### src/rtl/pool_pkg.sv
// Shared types and helpers for the pooling window fetcher.
package pool_pkg;

    localparam int unsigned BYTE_W = 8;

    typedef enum logic [2:0] {
        StIdle,
        StReq,
        StWait,
        StOut,
        StDone
    } fetch_state_e;

    // Row-within-window counter; wide enough for any legal pool dimension.
    typedef logic [7:0] win_cnt_t;

    function automatic int unsigned win_byte_idx(input int unsigned r, input int unsigned c,
                                                 input int unsigned dim);
        return r * dim + c;
    endfunction

endpackage

### src/rtl/pool_win_addr_gen.sv
// Window/row counters and incremental read-address generation for pool_win_fetch.
module pool_win_addr_gen
    import pool_pkg::*;
#(
    parameter int unsigned ADDR_WIDTH = 12,
    parameter int unsigned DIM_W      = 6,
    parameter int unsigned WIN_W      = 3
) (
    input  logic                  clk,
    input  logic                  rst_n,
    input  logic                  i_init,
    input  logic                  i_row_adv,
    input  logic                  i_win_adv,
    input  logic [ADDR_WIDTH-1:0] i_base,
    input  logic [DIM_W-1:0]      i_mat_m,
    input  logic [DIM_W-1:0]      i_mat_n,
    input  logic [WIN_W-1:0]      i_pool_m,
    input  logic [WIN_W-1:0]      i_pool_n,
    output logic [ADDR_WIDTH-1:0] o_addr,
    output win_cnt_t              o_row_idx,
    output logic [WIN_W-1:0]      o_pool_n,
    output logic                  o_row_last,
    output logic                  o_win_last
);

    localparam int unsigned CW = DIM_W + 2;

    logic [DIM_W-1:0]      r_m, r_n;
    logic [WIN_W-1:0]      r_p, r_q;
    logic [DIM_W-1:0]      r_row, r_col;
    win_cnt_t              r_i;
    logic [ADDR_WIDTH-1:0] r_wrow_addr, r_win_addr, r_addr;

    logic [ADDR_WIDTH-1:0] w_pn, w_n_a, w_q_a;
    logic [CW-1:0]         w_col_end, w_row_end;
    logic                  w_last_col, w_last_row;

    assign w_pn  = ADDR_WIDTH'(r_p) * ADDR_WIDTH'(r_n);
    assign w_n_a = ADDR_WIDTH'(r_n);
    assign w_q_a = ADDR_WIDTH'(r_q);

    // No further window fits when start + 2*size overshoots the matrix edge.
    assign w_col_end  = CW'(r_col) + CW'(r_q) + CW'(r_q);
    assign w_row_end  = CW'(r_row) + CW'(r_p) + CW'(r_p);
    assign w_last_col = w_col_end > CW'(r_n);
    assign w_last_row = w_row_end > CW'(r_m);

    assign o_addr     = r_addr;
    assign o_row_idx  = r_i;
    assign o_pool_n   = r_q;
    assign o_row_last = (r_i == (win_cnt_t'(r_p) - win_cnt_t'(1)));
    assign o_win_last = w_last_col && w_last_row;

    always_ff @(posedge clk or negedge rst_n) begin
        if (!rst_n) begin
            r_m         <= '0;
            r_n         <= '0;
            r_p         <= '0;
            r_q         <= '0;
            r_row       <= '0;
            r_col       <= '0;
            r_i         <= '0;
            r_wrow_addr <= '0;
            r_win_addr  <= '0;
            r_addr      <= '0;
        end else if (i_init) begin
            r_m         <= i_mat_m;
            r_n         <= i_mat_n;
            r_p         <= i_pool_m;
            r_q         <= i_pool_n;
            r_row       <= '0;
            r_col       <= '0;
            r_i         <= '0;
            r_wrow_addr <= i_base;
            r_win_addr  <= i_base;
            r_addr      <= i_base;
        end else if (i_row_adv) begin
            r_i    <= r_i + win_cnt_t'(1);
            r_addr <= r_addr + w_n_a;
        end else if (i_win_adv) begin
            r_i <= '0;
            if (!w_last_col) begin
                r_col      <= r_col + DIM_W'(r_q);
                r_win_addr <= r_win_addr + w_q_a;
                r_addr     <= r_win_addr + w_q_a;
            end else begin
                r_col       <= '0;
                r_row       <= r_row + DIM_W'(r_p);
                r_wrow_addr <= r_wrow_addr + w_pn;
                r_win_addr  <= r_wrow_addr + w_pn;
                r_addr      <= r_wrow_addr + w_pn;
            end
        end
    end

endmodule

### src/rtl/pool_win_fetch.sv
// Fetches matrix rows and streams non-overlapping pool windows to the pool datapath.
// Optional config range checking is enabled by defining POOL_FETCH_CFG_CHECK_EN.
module pool_win_fetch
    import pool_pkg::*;
#(
    parameter int unsigned ADDR_WIDTH   = 12,
    parameter int unsigned MEM_DATA_BUS = 128,
    parameter int unsigned MAX_MAT_DIM  = 32,
    parameter int unsigned MAX_WIN_DIM  = 4,
    parameter int unsigned DIM_W        = $clog2(MAX_MAT_DIM + 1),
    parameter int unsigned WIN_W        = $clog2(MAX_WIN_DIM + 1),
    localparam int unsigned WIN_DATA_W  = 8 * MAX_WIN_DIM * MAX_WIN_DIM
) (
    input  logic                    clk,
    input  logic                    rst_n,
    input  logic                    sw_start,
    input  logic [ADDR_WIDTH-1:0]   sw_rd_addr,
    input  logic [DIM_W-1:0]        sw_rd_m,
    input  logic [DIM_W-1:0]        sw_rd_n,
    input  logic [WIN_W-1:0]        sw_pool_m,
    input  logic [WIN_W-1:0]        sw_pool_n,
    output logic                    busy,
    output logic                    done,
    output logic                    err,
    output logic                    mem_rd_req,
    output logic [ADDR_WIDTH-1:0]   mem_rd_addr,
    input  logic                    mem_rd_gnt,
    input  logic                    mem_rd_valid,
    input  logic [MEM_DATA_BUS-1:0] mem_rd_data,
    output logic                    win_valid,
    input  logic                    win_ready,
    output logic [WIN_DATA_W-1:0]   win_data,
    output logic                    win_last
);

    fetch_state_e          r_state;
    logic                  r_busy, r_done, r_err, r_req, r_win_valid, r_win_last;
    logic [WIN_DATA_W-1:0] r_win_data;

    logic                  w_init, w_row_adv, w_win_adv;
    logic                  w_zero, w_cfg_err, w_skip;
    logic [ADDR_WIDTH-1:0] w_addr;
    win_cnt_t              w_row_idx;
    logic [WIN_W-1:0]      w_pool_n;
    logic                  w_row_last, w_win_last;
    logic                  w_unused_data;

    assign w_unused_data = ^mem_rd_data[MEM_DATA_BUS-1:BYTE_W*MAX_WIN_DIM];

    assign w_zero = (sw_rd_m == '0) || (sw_rd_n == '0) || (sw_pool_m == '0) ||
                    (sw_pool_n == '0) || (DIM_W'(sw_pool_m) > sw_rd_m) ||
                    (DIM_W'(sw_pool_n) > sw_rd_n);

`ifdef POOL_FETCH_CFG_CHECK_EN
    localparam logic [WIN_W-1:0] WinMax = WIN_W'(MAX_WIN_DIM);
    localparam logic [DIM_W-1:0] MatMax = DIM_W'(MAX_MAT_DIM);
    assign w_cfg_err = w_zero || (sw_pool_m > WinMax) || (sw_pool_n > WinMax) ||
                       (sw_rd_m > MatMax) || (sw_rd_n > MatMax);
`else
    assign w_cfg_err = 1'b0;
`endif

    assign w_skip    = w_zero || w_cfg_err;
    assign w_init    = (r_state == StIdle) && sw_start;
    assign w_row_adv = (r_state == StWait) && mem_rd_valid && !w_row_last;
    assign w_win_adv = (r_state == StOut) && win_ready && !w_win_last;

    pool_win_addr_gen #(
        .ADDR_WIDTH (ADDR_WIDTH),
        .DIM_W      (DIM_W),
        .WIN_W      (WIN_W)
    ) u_addr_gen (
        .clk        (clk),
        .rst_n      (rst_n),
        .i_init     (w_init),
        .i_row_adv  (w_row_adv),
        .i_win_adv  (w_win_adv),
        .i_base     (sw_rd_addr),
        .i_mat_m    (sw_rd_m),
        .i_mat_n    (sw_rd_n),
        .i_pool_m   (sw_pool_m),
        .i_pool_n   (sw_pool_n),
        .o_addr     (w_addr),
        .o_row_idx  (w_row_idx),
        .o_pool_n   (w_pool_n),
        .o_row_last (w_row_last),
        .o_win_last (w_win_last)
    );

    always_ff @(posedge clk or negedge rst_n) begin
        if (!rst_n) begin
            r_state     <= StIdle;
            r_busy      <= 1'b0;
            r_done      <= 1'b0;
            r_err       <= 1'b0;
            r_req       <= 1'b0;
            r_win_valid <= 1'b0;
            r_win_last  <= 1'b0;
            r_win_data  <= '0;
        end else begin
            case (r_state)
                StIdle: begin
                    if (sw_start) begin
                        r_err      <= w_cfg_err;
                        r_win_data <= '0;
                        if (w_skip) begin
                            r_state <= StDone;
                            r_done  <= 1'b1;
                            r_busy  <= 1'b0;
                        end else begin
                            r_state <= StReq;
                            r_req   <= 1'b1;
                            r_busy  <= 1'b1;
                        end
                    end
                end
                StReq: begin
                    if (mem_rd_gnt) begin
                        r_req   <= 1'b0;
                        r_state <= StWait;
                    end
                end
                StWait: begin
                    if (mem_rd_valid) begin
                        // Out-of-range rows/cols are dropped so oversized pools cannot overrun.
                        for (int r = 0; r < int'(MAX_WIN_DIM); r++) begin
                            for (int c = 0; c < int'(MAX_WIN_DIM); c++) begin
                                if ((w_row_idx == win_cnt_t'(r)) && (c < int'(w_pool_n))) begin
                                    r_win_data[win_byte_idx(r, c, MAX_WIN_DIM)*BYTE_W +: BYTE_W]
                                        <= mem_rd_data[c*BYTE_W +: BYTE_W];
                                end
                            end
                        end
                        if (w_row_last) begin
                            r_state     <= StOut;
                            r_win_valid <= 1'b1;
                            r_win_last  <= w_win_last;
                        end else begin
                            r_state <= StReq;
                            r_req   <= 1'b1;
                        end
                    end
                end
                StOut: begin
                    if (win_ready) begin
                        r_win_valid <= 1'b0;
                        r_win_last  <= 1'b0;
                        r_win_data  <= '0;
                        if (w_win_last) begin
                            r_state <= StDone;
                            r_done  <= 1'b1;
                            r_busy  <= 1'b0;
                        end else begin
                            r_state <= StReq;
                            r_req   <= 1'b1;
                        end
                    end
                end
                StDone: begin
                    r_done  <= 1'b0;
                    r_state <= StIdle;
                end
                default: r_state <= StIdle;
            endcase
        end
    end

    assign busy        = r_busy;
    assign done        = r_done;
    assign err         = r_err;
    assign mem_rd_req  = r_req;
    assign mem_rd_addr = w_addr;
    assign win_valid   = r_win_valid;
    assign win_last    = r_win_last;
    assign win_data    = r_win_data;

endmodule

### config.mk
export PLATFORM = sky130hd
export DESIGN_NAME = pool_win_fetch
export DESIGN_NICKNAME = d
export VERILOG_FILES = /design/src/rtl/pool_pkg.sv /design/src/rtl/pool_win_addr_gen.sv /design/src/rtl/pool_win_fetch.sv
export SDC_FILE = /design/constraint.sdc
export NUM_CORES = 1
export LEC_CHECK = 0
export CAP_MARGIN = 20
export CORE_UTILIZATION = 50
export DETAILED_ROUTE_END_ITERATION = 6
export PLACE_DENSITY_LB_ADDON = 0.3
export SYNTH_ARGS = -nofsm -noshare
export SYNTH_HDL_FRONTEND = slang
export SYNTH_SLANG_ARGS = --single-unit
export TNS_END_PERCENT = 100
### constraint.sdc
create_clock -name clk -period 6.1 [get_ports clk]
set_input_delay 1.22 -clock clk [delete_from_list [all_inputs] [get_ports clk]]
set_output_delay 1.22 -clock clk [all_outputs]
set_load 0.02 [all_outputs]
# ---- After elaboration in Yosys (flattened, before gate mapping)
# Cells that the tools add are included.
dict set report word_totals {
  register_bits 210
  inputBits 164
  out_inout_bits 146
  elab_cells 227
}
dict set report op_classes {
  n_addsub 11
  n_mul 1
  magnitude_cmp 8
  n_eq_ne 35
  n_mux 74
  n_reduce_logical 66
}
# operator count
set ops {}
lappend ops {{$mux W128} 3}
lappend ops {{$pmux W128 S3} 1}
lappend ops {{$mux W8} 19}
lappend ops {{$mux W12} 10}
lappend ops {{$reduce_and A5 Y1} 17}
lappend ops {{$mux W6} 8}
lappend ops {{$ne A2 B1 Y1 const B} 17}
lappend ops {{$logic_and A1 B1 Y1} 22}
lappend ops {{$mux W1} 20}
lappend ops {{$ne A2 B2 Y1 const B} 10}
lappend ops {{$mux W3} 6}
lappend ops {{$add A8 B3 Y8} 2}
lappend ops {{$eq A8 B2 Y1 const B} 2}
lappend ops {{$gt A8 B6 Y1} 2}
lappend ops {{$add A6 B3 Y7} 2}
lappend ops {{$add A12 B3 Y12} 1}
lappend ops {{$add A12 B6 Y12} 1}
lappend ops {{$add A12 B9 Y12} 1}
lappend ops {{$add A6 B3 Y6} 2}
lappend ops {{$gt A3 B6 Y1} 2}
lappend ops {{$logic_not A6 Y1} 2}
lappend ops {{$pmux W3 S4} 1}
lappend ops {{$reduce_and A4 Y1} 3}
lappend ops {{$logic_not A3 Y1} 3}
lappend ops {{23 further kinds} 38}

# ---- Depth between registers and ports, before layout
# Gate-level depths: netlist of run 1.
dict set report depth {
  ltp_word 9
  ltp_mapped 21
  mapped_depth_nobuf 19
}

# ---- Cells and area by module
# Synthesis of run 1 repeated with hierarchy kept, for this count alone.
dict set report hier_totals {
  hier_cells 1082
  hier_area_um2 11492.3
}
# mod instances cells_each area_each_um2 seq_area_each_um2
set by_module_without_submodules {}
lappend by_module_without_submodules {pool_win_addr_gen 1 650 5756.8 1851.8}
lappend by_module_without_submodules {pool_win_fetch 1 432 5735.5 3403.3}

# ---- Least setup slack after synthesis of run 1
# No wires, ideal clock.
dict set report synth_path {
  kind {register to register}
  startpoint {register u_addr_gen.r_row[0]}
  endpoint {register u_addr_gen.r_i[2], in the netlist u_addr_gen.o_row_idx[2]}
  setup_time_ns 0.118
  arrival_ns 4.209
  required_time_ns 5.982
  path_slack_ns 1.773
  stages_incl_launch_ff 21
  path_buffers 1
  synth_period_minus_slack_ns 4.327
  path_cell_list {dfrtp_1 ha_1 fa_1 xor2_1 ha_1 and3_1 a211oi_1 o21ai_0 nand2_1 o21ai_0 a21oi_1 xnor2_1 ha_1 o21a_1 o22ai_1 a21oi_1 a211o_1 a21oi_2 buf_2 o22ai_1 a21o_1}
}
dict set report synth_between {
  elab_chain_cells 7
}
# item line_no
set synth_lines {}
lappend synth_lines {{start: declaration} pool_win_addr_gen.sv:30} ;# logic [DIM_W-1:0] r_row, r_col;
lappend synth_lines {{start signal: assignment} pool_win_addr_gen.sv:88} ;# r_row <= r_row + DIM_W'(r_p);
lappend synth_lines {{$add A6 B3 Y7} pool_win_addr_gen.sv:44} ;# assign w_row_end = CW'(r_row) + CW'(r_p) + CW'(r_p);
lappend synth_lines {{$add A8 B3 Y8} pool_win_addr_gen.sv:44}
lappend synth_lines {{$gt A8 B6 Y1} pool_win_addr_gen.sv:46} ;# assign w_last_row = w_row_end > CW'(r_m);
lappend synth_lines {{$logic_and A1 B1 Y1} pool_win_addr_gen.sv:52} ;# assign o_win_last = w_last_col && w_last_row;
lappend synth_lines {{$logic_not A1 Y1} pool_win_fetch.sv:66} ;# assign w_win_adv = (r_state == StOut) && win_ready && !w_win_last;
lappend synth_lines {{$logic_and A1 B1 Y1} pool_win_fetch.sv:66}
lappend synth_lines {{$reduce_bool A3 Y1 (no source line)} --}
lappend synth_lines {{end signal: assignment} pool_win_addr_gen.sv:78} ;# r_i <= r_i + win_cnt_t'(1);
lappend synth_lines {{end: declaration} pool_win_addr_gen.sv:31} ;# win_cnt_t r_i;
# Every way passes these cells.
# A chain may end at the register's enable or synchronous reset.

# ---- Worst setup path after layout of run 1
dict set report layout_path {
  startpoint {register u_addr_gen.r_p[1]}
  endpoint {register u_addr_gen.r_win_addr[2]}
}
dict set report layout_between {
  elab_chain_cells 8
  elab_cells_between_ends 19
  cone_classes {add/sub (4); mul (1); order compare (1); eq/ne (2); mux (4); reduce/logical (7)}
}
# item line_no
set layout_lines {}
lappend layout_lines {{start: declaration} pool_win_addr_gen.sv:29} ;# logic [WIN_W-1:0] r_p, r_q;
lappend layout_lines {{start signal: assignment} pool_win_addr_gen.sv:69} ;# r_p <= i_pool_m;
lappend layout_lines {{branches (longest 8 deep; another with $add A12 B9 Y12)} --}
lappend layout_lines {{end signal: assignment} pool_win_addr_gen.sv:75} ;# r_win_addr <= i_base;
lappend layout_lines {{end signal: assignment} pool_win_addr_gen.sv:84} ;# r_win_addr <= r_win_addr + w_q_a;
lappend layout_lines {{end signal: assignment} pool_win_addr_gen.sv:90} ;# r_win_addr <= r_wrow_addr + w_pn;
lappend layout_lines {{end: declaration} pool_win_addr_gen.sv:32} ;# logic [ADDR_WIDTH-1:0] r_wrow_addr, r_win_addr, r_addr;
# Parallel ways; which one is timed is not known. The select of a mux whose other input is x is not followed.

==> reports/qor.yml, run 1 <==
yosysTopAreaCell: "dfrtp_1"
cts_buffers: 24
die_w_um: 155
netSwitchingPower_mw: 4.28
netlist_area_um2: 11700
grt_setup_unrepaired: "no"
io_pins: 310
maxCapViolCount: 0
critical_path_buf_inv_count: 0
startpoint: "u_addr_gen.r_p[1]"
dr.first_iter.drc_count: 630
drt_wl_total_mm: 30.5
synthTopCellsByArea: "dfrtp_1, mux2_2, ha_1"
post_drt_wl_per_cell_um: 18.5
r2r_start: "u_addr_gen.r_p[1]"
seqPwrFrac_pct: 25.2
cts_resized: 0
die_area_um2: 24100
hold_path_class: "register to register"
ir_drop_mv: 0.349
synth-seq-cells: 210
p_sw_share_pct: 43.8
vias: 9242
p_total_mw: 9.79
gr-total-overflow: 0
fin_crit_sh_pct: 85.6
p_clk_share_pct: 15.4
synth.yosys.seq_area_share_pct: 44.8
drive_above_1_share_pct: 16.7
clk_pin_slew_worst_paths_ps: 60
max_slew.worst_pin.slew_ps: 902
h-tree-depth: 1
start_util_pct: 51.4
synth_top_area_share_pct: 44.8
tritoncts: "yes"
grt_pass1_wl_mm: 49.5
grt_use_total_pct: 26.0
synth_cell_types: 71
cp_slowest_stage_delay_ps: 570
io_buffers: 212
status: "complete, no violations"
rr_worst_depth: 18
worstPathCellList: "fa_1, xor2_1, ha_1, and3_1, a211oi_1, o21ai_0, nand2_1, o21ai_0, a21oi_1, xnor2_1, ha_1, o21a_1, o22ai_1, a21oi_1, a211oi_2, o21ai_2, nand2_1, mux2_2"
synth.avg_cell_area_um2: 10.6
num_rows: 55
final_nets: 1556
cp_slowest_cell: "dfrtp_1"
min_from: "busy"
layout_setup_ws_ps: 876
cp.arrival_ps: 5640
place_congestion: 0.894
finalSetupViolCount: 0
cp-start-kind: "register"
clock_sinks: 210
critPathMaxFanout: 11
drc: 0
async_flop_share_pct: 100
grt_pass1_vias: 9300
tns_ps: 0
cpLargestDelayFamily: "compound AO/OA/AOI/OAI gates"
clock_insertion_delay_worst_skew_ps: 530
cts_hold_buf: 0
place_hpwl_mm: 21.7
finalHoldViolCount: 0
antenna_found_initial: 0
synthTopCellsByCount: "dfrtp_1, mux2_2, nand2_1"
core_area_um2: 22800
antenna_cells: 0
synth_most_common_cell: "dfrtp_1"
synth_fp_nets: 1347
dp_slack_ps: 899
postPlaceCellArea_um2: 14200
worstSetupPathType: "register to register"
viasPerCell: 5.61
synth_edf_count: 0
fin_area_um2: 15000
final_antenna_net_count: 0
pwr-share-comb_pct: 59.5
post-cts-setup-buffers: 0
clockBufferDepth: 3
ys_warn_count: 0
clock-root-buffer: "clkbuf_16"
synth_cells: 1108
grt_max_degree: 116
min_path_cells: 1
required_ps: 6510
skew_ps: 18.6
synth_flop_cell: "dfrtp_1"
layout_min_cycle_time_ps: 5220
cp-end-kind: "register"
fmax_mhz: 191
power_density_nw_per_um2: 652
dr.pass1.iters: 5
die_h_um: 155
path_depth: 18
p_int_mw: 5.50
area_delta_synth_final_pct: 27.9
report.final.slew_viol_count: 0
max_slew_margin_pct: 39.9
p_leak_nw: 6.94
metal layers:
layer | up-vias | wire, um | global-route usage, % | part of all wire [%]
met5 | - | 0 | 0 | 0
met3 | 59 | 1910 | 4.40 | 6.3
met1 | 4545 | 13300 | 35.5 | 44
met4 | 0 | 835 | 8.50 | 2.7
li1 | 4323 | - | - | -
met2 | 315 | 14400 | 42.3 | 47
power by group through the flow:
stage	Clock [mW]	Combinational (mW)	Sequential, mW
6_report	1.50	5.82	2.46
5_1_grt	1.60	6.35	2.55
4_1_cts	1.53	5.83	2.46
3_5_place_dp	0	5.79	2.48
3_3_place_gp	0	5.65	2.45
2_1_floorplan	0	3.38	2.89
cell type report:
class	count	area [um^2]
Inverter	70	263
Clock inverter	14	156
Fill cell	1814	7830
Multi-Input combinational cell	786	6050
Timing Repair Buffer	225	2220
Clock buffer	30	674
Tap cell	313	392
Sequential cell	210	5260
path summary, 6_finish.rpt:
path                                       endpoint  slack (ps)
max                        u_addr_gen.r_win_addr[2]         880
min                                            busy         500
max reg2reg                u_addr_gen.r_win_addr[2]         880
min reg2reg                                    busy         500
max in group asynchronous         u_addr_gen.r_m[3]        3970
min in group asynchronous              win_data[23]         810
cell usage in the layout, fill, tap and decap left out, types with 9 or more instances in the layout:
cell type        count
and3_1              10
or3_1                9
a21oi_1             41
nor3_1              19
dfrtp_1            210
xnor2_1             28
nor2_1              50
and2_1              43
nand2_1             98
a21oi_2             11
mux2i_1             15
xor2_1              16
nor2b_1              9
fa_1                17
ha_1                58
clkdlybuf4s50_1    211
clkbuf_16           25
mux2_2             135
nand3_1             42
inv_1               70
a211oi_1            13
o21ai_0             46
buf_4               13
a21o_1              10
state kept, by name, indices dropped and copies added, names as in the netlist, 3 cells and up:
name and count:
u_addr_gen.o_row_idx 8, u_addr_gen.r_p 3, u_addr_gen.r_win_addr 12, u_addr_gen.r_row 6
u_addr_gen.r_col 6, u_addr_gen.r_n 6, u_addr_gen.r_m 6, u_addr_gen.o_addr 12
win_data 128, u_addr_gen.r_wrow_addr 12, r_state 3, u_addr_gen.o_pool_n 3
logic make-up after synthesis:
kind of cell | Yosys count | synth area share (%)
adders and majority gates | 75 | 9.08
and+or+nand+nor | 312 | 12.9
AOI/OAI and AO/OA | 204 | 11.9
DFF | 210 | 44.8
xor gates and xnor gates | 44 | 3.28
other | 1 | 0.0319
muxes | 150 | 14.2
buffers and inverters | 112 | 3.80
through the flow:
step | util (%) | std cells | hold WS (ps)
floorplan | - | 1108 | 452
global placement | 62.1 | 1604 | 474
detailed placement | 62.1 | 1604 | 479
CTS | 65.7 | 1648 | 498
global route | 65.7 | 1648 | 508
finish | 65.7 | 1648 | 498
Power figures use the tool's default switching activity.
==> run 2, diff against run 1 <==
- CAP_MARGIN: 20 -> default
- CELL_PAD_IN_SITES_DETAIL_PLACEMENT: default -> 0
- CELL_PAD_IN_SITES_GLOBAL_PLACEMENT: default -> 1
- CORE_UTILIZATION: 50 -> 38
==> reports/qor.yml, run 2 (same netlist as run 1, synthesis figures left out) <==
status: "complete, no violations"
drive_above_1_share_pct: 16.9
required_ps: 6500
worstSetupPathType: "register to register"
final_antenna_net_count: 0
max_slew_margin_pct: 45.2
area_delta_synth_final_pct: 29.5
seqPwrFrac_pct: 24.7
core_area_um2: 30000
grt_pass1_wl_mm: 51.4
h-tree-depth: 1
cp-start-kind: "register"
layout_setup_ws_ps: 1090
p_sw_share_pct: 43.6
grt_pass1_vias: 9172
min_from: "busy"
place_congestion: 0.844
dr.first_iter.drc_count: 470
maxCapViolCount: 0
fmax_mhz: 200
timing.rr.end: "u_addr_gen.o_addr[3]"
finalSetupViolCount: 0
report.final.slew_viol_count: 0
die_w_um: 178
cts_resized: 0
cts_hold_buf: 0
p_leak_nw: 6.98
dr.pass1.iters: 4
skew_ps: 9.99
drt_wl_total_mm: 32.3
cp_slowest_cell: "o21ai_2"
cp_common_cell: "ha_1"
r2r_setup_slack_ps: 1090
antenna_cells: 0
die_h_um: 178
netSwitchingPower_mw: 4.32
place_hpwl_mm: 23.5
clock-root-buffer: "clkbuf_16"
clk_pin_slew_worst_paths_ps: 60
critPathMaxFanout: 11
start_util_pct: 39.1
vias: 9062
cp_slowest_stage_delay_ps: 530
r2r_start: "u_addr_gen.r_row[0]"
drc: 0
io_buffers: 212
layout_commonest_cell: "clkdlybuf4s50_1"
io_pins: 310
largest_reg_flops: 128
die_area_um2: 31600
clockBufferDepth: 3
min_path_cells: 1
tritoncts: "yes"
ir_drop_mv: 0.352
worstPathCellList: "ha_1, fa_1, xor2_1, ha_1, and3_1, a211oi_1, buf_4, o21ai_0, nand2_1, o21ai_0, a21oi_1, xnor2_1, ha_1, o21a_1, o22ai_1, a21oi_1, a211oi_2, buf_4, o21ai_2, nand2_1, mux2_2"
max_slew.worst_pin.slew_ps: 822
final_cell_mix: "clkdlybuf4s50_1, dfrtp_1, mux2_2"
tns_ps: 0
viasPerCell: 5.23
p_total_mw: 9.91
cpLargestDelayFamily: "compound AO/OA/AOI/OAI gates"
final_nets: 1563
hold_path_class: "register to register"
dp_slack_ps: 1080
fin_crit_sh_pct: 82.2
cp.arrival_ps: 5410
post-cts-setup-buffers: 0
critical_path_buf_inv_count: 2
pwr-share-comb_pct: 59.5
grt_setup_unrepaired: "no"
hold_end: "busy"
rr_worst_depth: 21
p_clk_share_pct: 15.8
cp-end-kind: "register"
cts_buffers: 24
clock_sinks: 210
antenna_found_initial: 0
finalHoldViolCount: 0
p_int_mw: 5.59
power_density_nw_per_um2: 652
clock_insertion_delay_worst_skew_ps: 520
layout_min_cycle_time_ps: 5010
num_rows: 63
grt_use_total_pct: 20.8
post_drt_wl_per_cell_um: 18.7
grt_max_degree: 96
gr-total-overflow: 0
run 2: worst max path at each step:
stage                               to  slack, ps  cells after the start                 from
2_1_floorplan  u_addr_gen.o_row_idx[2]       1770                     20  u_addr_gen.r_row[0]
3_3_place_gp      u_addr_gen.o_addr[3]       1100                     21  u_addr_gen.r_row[0]
3_5_place_dp      u_addr_gen.o_addr[3]       1080                     21  u_addr_gen.r_row[0]
4_1_cts           u_addr_gen.o_addr[3]       1010                     21  u_addr_gen.r_row[0]
5_1_grt           u_addr_gen.o_addr[5]        780                     21  u_addr_gen.r_row[0]
6_report          u_addr_gen.o_addr[3]       1090                     21  u_addr_gen.r_row[0]
run 2: per-layer routing:
| layer | GRT usage, % | part of all wire [%] | vias up |
|---|---|---|---|
| li1 | - | - | 4345 |
| met1 | 28.7 | 46 | 4484 |
| met2 | 34.6 | 48 | 194 |
| met3 | 2.59 | 3.5 | 39 |
| met4 | 5.09 | 2.3 | 0 |
| met5 | 0 | 0 | - |
run 2: stage by stage:
step	cell area, um^2	hold slack [ps]	std cells	util (%)
after detailed placement	14300	479	1688	47.7
final	15200	494	1732	50.6
after floorplan	11700	452	1108	-
after global routing	15200	513	1732	50.6
after global placement	14300	479	1688	47.7
after CTS	15200	497	1732	50.6
run 2: cell type report:
type	instances	area, um^2
Clock inverter	9	153
Multi-Input combinational cell	786	6050
Inverter	70	263
Fill cell	2840	14800
Clock buffer	35	713
Sequential cell	210	5260
Timing Repair Buffer	232	2280
Tap cell	390	488
run 2: power groups by stage:
stage	sequential [mW]	combinational [mW]	clock, mW
finish	2.44	5.90	1.57
global route	2.54	6.46	1.67
CTS	2.45	5.96	1.61
detailed placement	2.47	5.92	0
global placement	2.45	5.85	0
floorplan	2.89	3.38	0
==> run 3, diff against run 2 <==
- CORE_UTILIZATION: 38 -> 34
- clock period: 6.1 -> 4.4 ns (I/O delays scaled with it)
==> reports/qor.yml, run 3 (same netlist as run 1, synthesis figures left out) <==
final_antenna_net_count: 0
cpLargestDelayFamily: "compound AO/OA/AOI/OAI gates"
cp-end-kind: "register"
maxCapViolCount: 0
max_slew_margin_pct: 45.1
fin_crit_sh_pct: 96.1
worstSetupPathType: "register to register"
required_ps: 4840
dr.pass1.iters: 5
critical_path_buf_inv_count: 4
layout_min_cycle_time_ps: 4230
cp_slowest_stage_delay_ps: 400
hold_path_class: "input port to asynchronous set/reset pin"
p_clk_share_pct: 15.7
antenna_cells: 0
pwr-share-comb_pct: 61.2
core_area_um2: 33800
die_h_um: 188
p_total_mw: 14.6
fin_cells: 1826
fillerInstances: 3179
cp.arrival_ps: 4670
die_area_um2: 35300
clock-root-buffer: "clkbuf_16"
grt_use_total_pct: 19.0
num_rows: 67
place_hpwl_mm: 24.2
cp-start-kind: "register"
post_drt_wl_per_cell_um: 18.4
cp_common_cell: "buf_4"
clockBufferDepth: 3
gr-total-overflow: 0
area_delta_synth_final_pct: 34.7
clk_pin_slew_worst_paths_ps: 60
tns_ps: 0
worstPathCellList: "ha_2, fa_2, xor2_2, buf_4, ha_4, nand3_2, and2_4, o21ai_2, nand2_1, o21ai_1, a32oi_1, xnor2_1, ha_1, o21a_1, o22ai_1, a21oi_2, a21oi_4, buf_12, o21ai_4, buf_6, a211oi_1, buf_4, a311oi_2"
critPathMaxFanout: 6
antenna_found_initial: 0
postPlaceCellArea_um2: 14600
grt_max_degree: 101
skew_ps: 11.4
drt_wl_total_mm: 33.5
netSwitchingPower_mw: 6.30
report.final.slew_viol_count: 0
finalHoldViolCount: 0
p_sw_share_pct: 43.2
p_int_mw: 8.28
fmax_mhz: 237
layout_setup_ws_ps: 173
cts_buffers: 25
start_util_pct: 34.8
largest_reg_flops: 128
power_density_nw_per_um2: 922
finalSetupViolCount: 0
grt_pass1_wl_mm: 53.3
clock_sinks: 210
viasPerCell: 5.02
vias: 9171
path_depth: 23
clock_insertion_delay_worst_skew_ps: 530
fin_area_um2: 15800
status: "complete, no violations"
drive_above_1_share_pct: 21.6
final_cell_mix: "clkdlybuf4s50_1, dfrtp_1, mux2_2"
tritoncts: "yes"
io_pins: 310
cp_slowest_cell: "fa_2"
io_buffers: 212
dr.first_iter.drc_count: 420
final_nets: 1598
max_slew.worst_pin.slew_ps: 823
drc: 0
dp_cells: 1774
seqPwrFrac_pct: 23.1
place_congestion: 0.833
ir_drop_mv: 0.402
rr_worst_depth: 23
dp_slack_ps: -244
p_leak_nw: 7.21
grt_pass1_vias: 9363
die_w_um: 188
layout_commonest_cell: "clkdlybuf4s50_1"
h-tree-depth: 1
run 3: cell types whose count changed in the layout (fill, tap and decap cells not counted), moves of 4 or more:
cell / previous run / this run
buf_6: 0 / 4
clkbuf_1: 5 / 1
clkbuf_8: 6 / 10
a21oi_1: 41 / 36
o21ai_0: 46 / 42
buf_4: 20 / 48
ha_1: 58 / 53
run 3: path summary, 6_finish.rpt:
path                                         from              endpoint  slack (ps)
max                        u_addr_gen.o_pool_n[0]  u_addr_gen.o_addr[1]         170
min                                         rst_n         win_data[118]         450
max reg2reg                u_addr_gen.o_pool_n[0]  u_addr_gen.o_addr[1]         170
min reg2reg                                  busy                  busy         500
max in group asynchronous                   rst_n     u_addr_gen.r_n[3]        2870
min in group clk                             busy                  busy         500
run 3: metrics by stage:
stage | util [%] | hold slack (ps)
floorplan | - | 452
global placement | 43.3 | 487
detailed placement | 43.3 | 479
CTS | 46.2 | 475
global route | 46.8 | 512
finish | 46.8 | 448
run 3: repair_timing:
action	CTS	global route
setup endpoints to repair	40	56
endpoints found under the hold margin	0	0
pin swaps	2	16
hold buffers	0	0
resized for setup	12	32
buffers inserted	0	6
cloned	0	0
run 3: final cells by class:
| class | instances | area, um^2 | area share (%) |
|---|---|---|---|
| clock inverter | 11 | 171 | 1.08 |
| timing repair buffer | 266 | 2570 | 16.3 |
| sequential | 210 | 5260 | 33.2 |
| clock buffer | 35 | 753 | 4.76 |
| tap | 448 | 561 | 3.54 |
| multi-input combinational | 786 | 6240 | 39.5 |
| inverter | 70 | 263 | 1.66 |
run 3: per-layer routing:
metal | share of wire, % | vias up | GRT usage [%]
li1 | - | 4413 | -
met1 | 46 | 4520 | 26.5
met2 | 47 | 196 | 30.9
met3 | 4.8 | 42 | 2.94
met4 | 2.0 | 0 | 4.38
met5 | 0 | - | 0
run 3: power by group through the flow:
| stage | sequential, mW | combinational (mW) | clock (mW) |
|---|---|---|---|
| final | 3.37 | 8.92 | 2.29 |
| after detailed placement | 3.39 | 8.54 | 0 |
| after global placement | 3.37 | 8.46 | 0 |
| after CTS | 3.37 | 8.68 | 2.36 |
| after global routing | 3.49 | 9.74 | 2.43 |
| after floorplan | 4.01 | 4.68 | 0 |
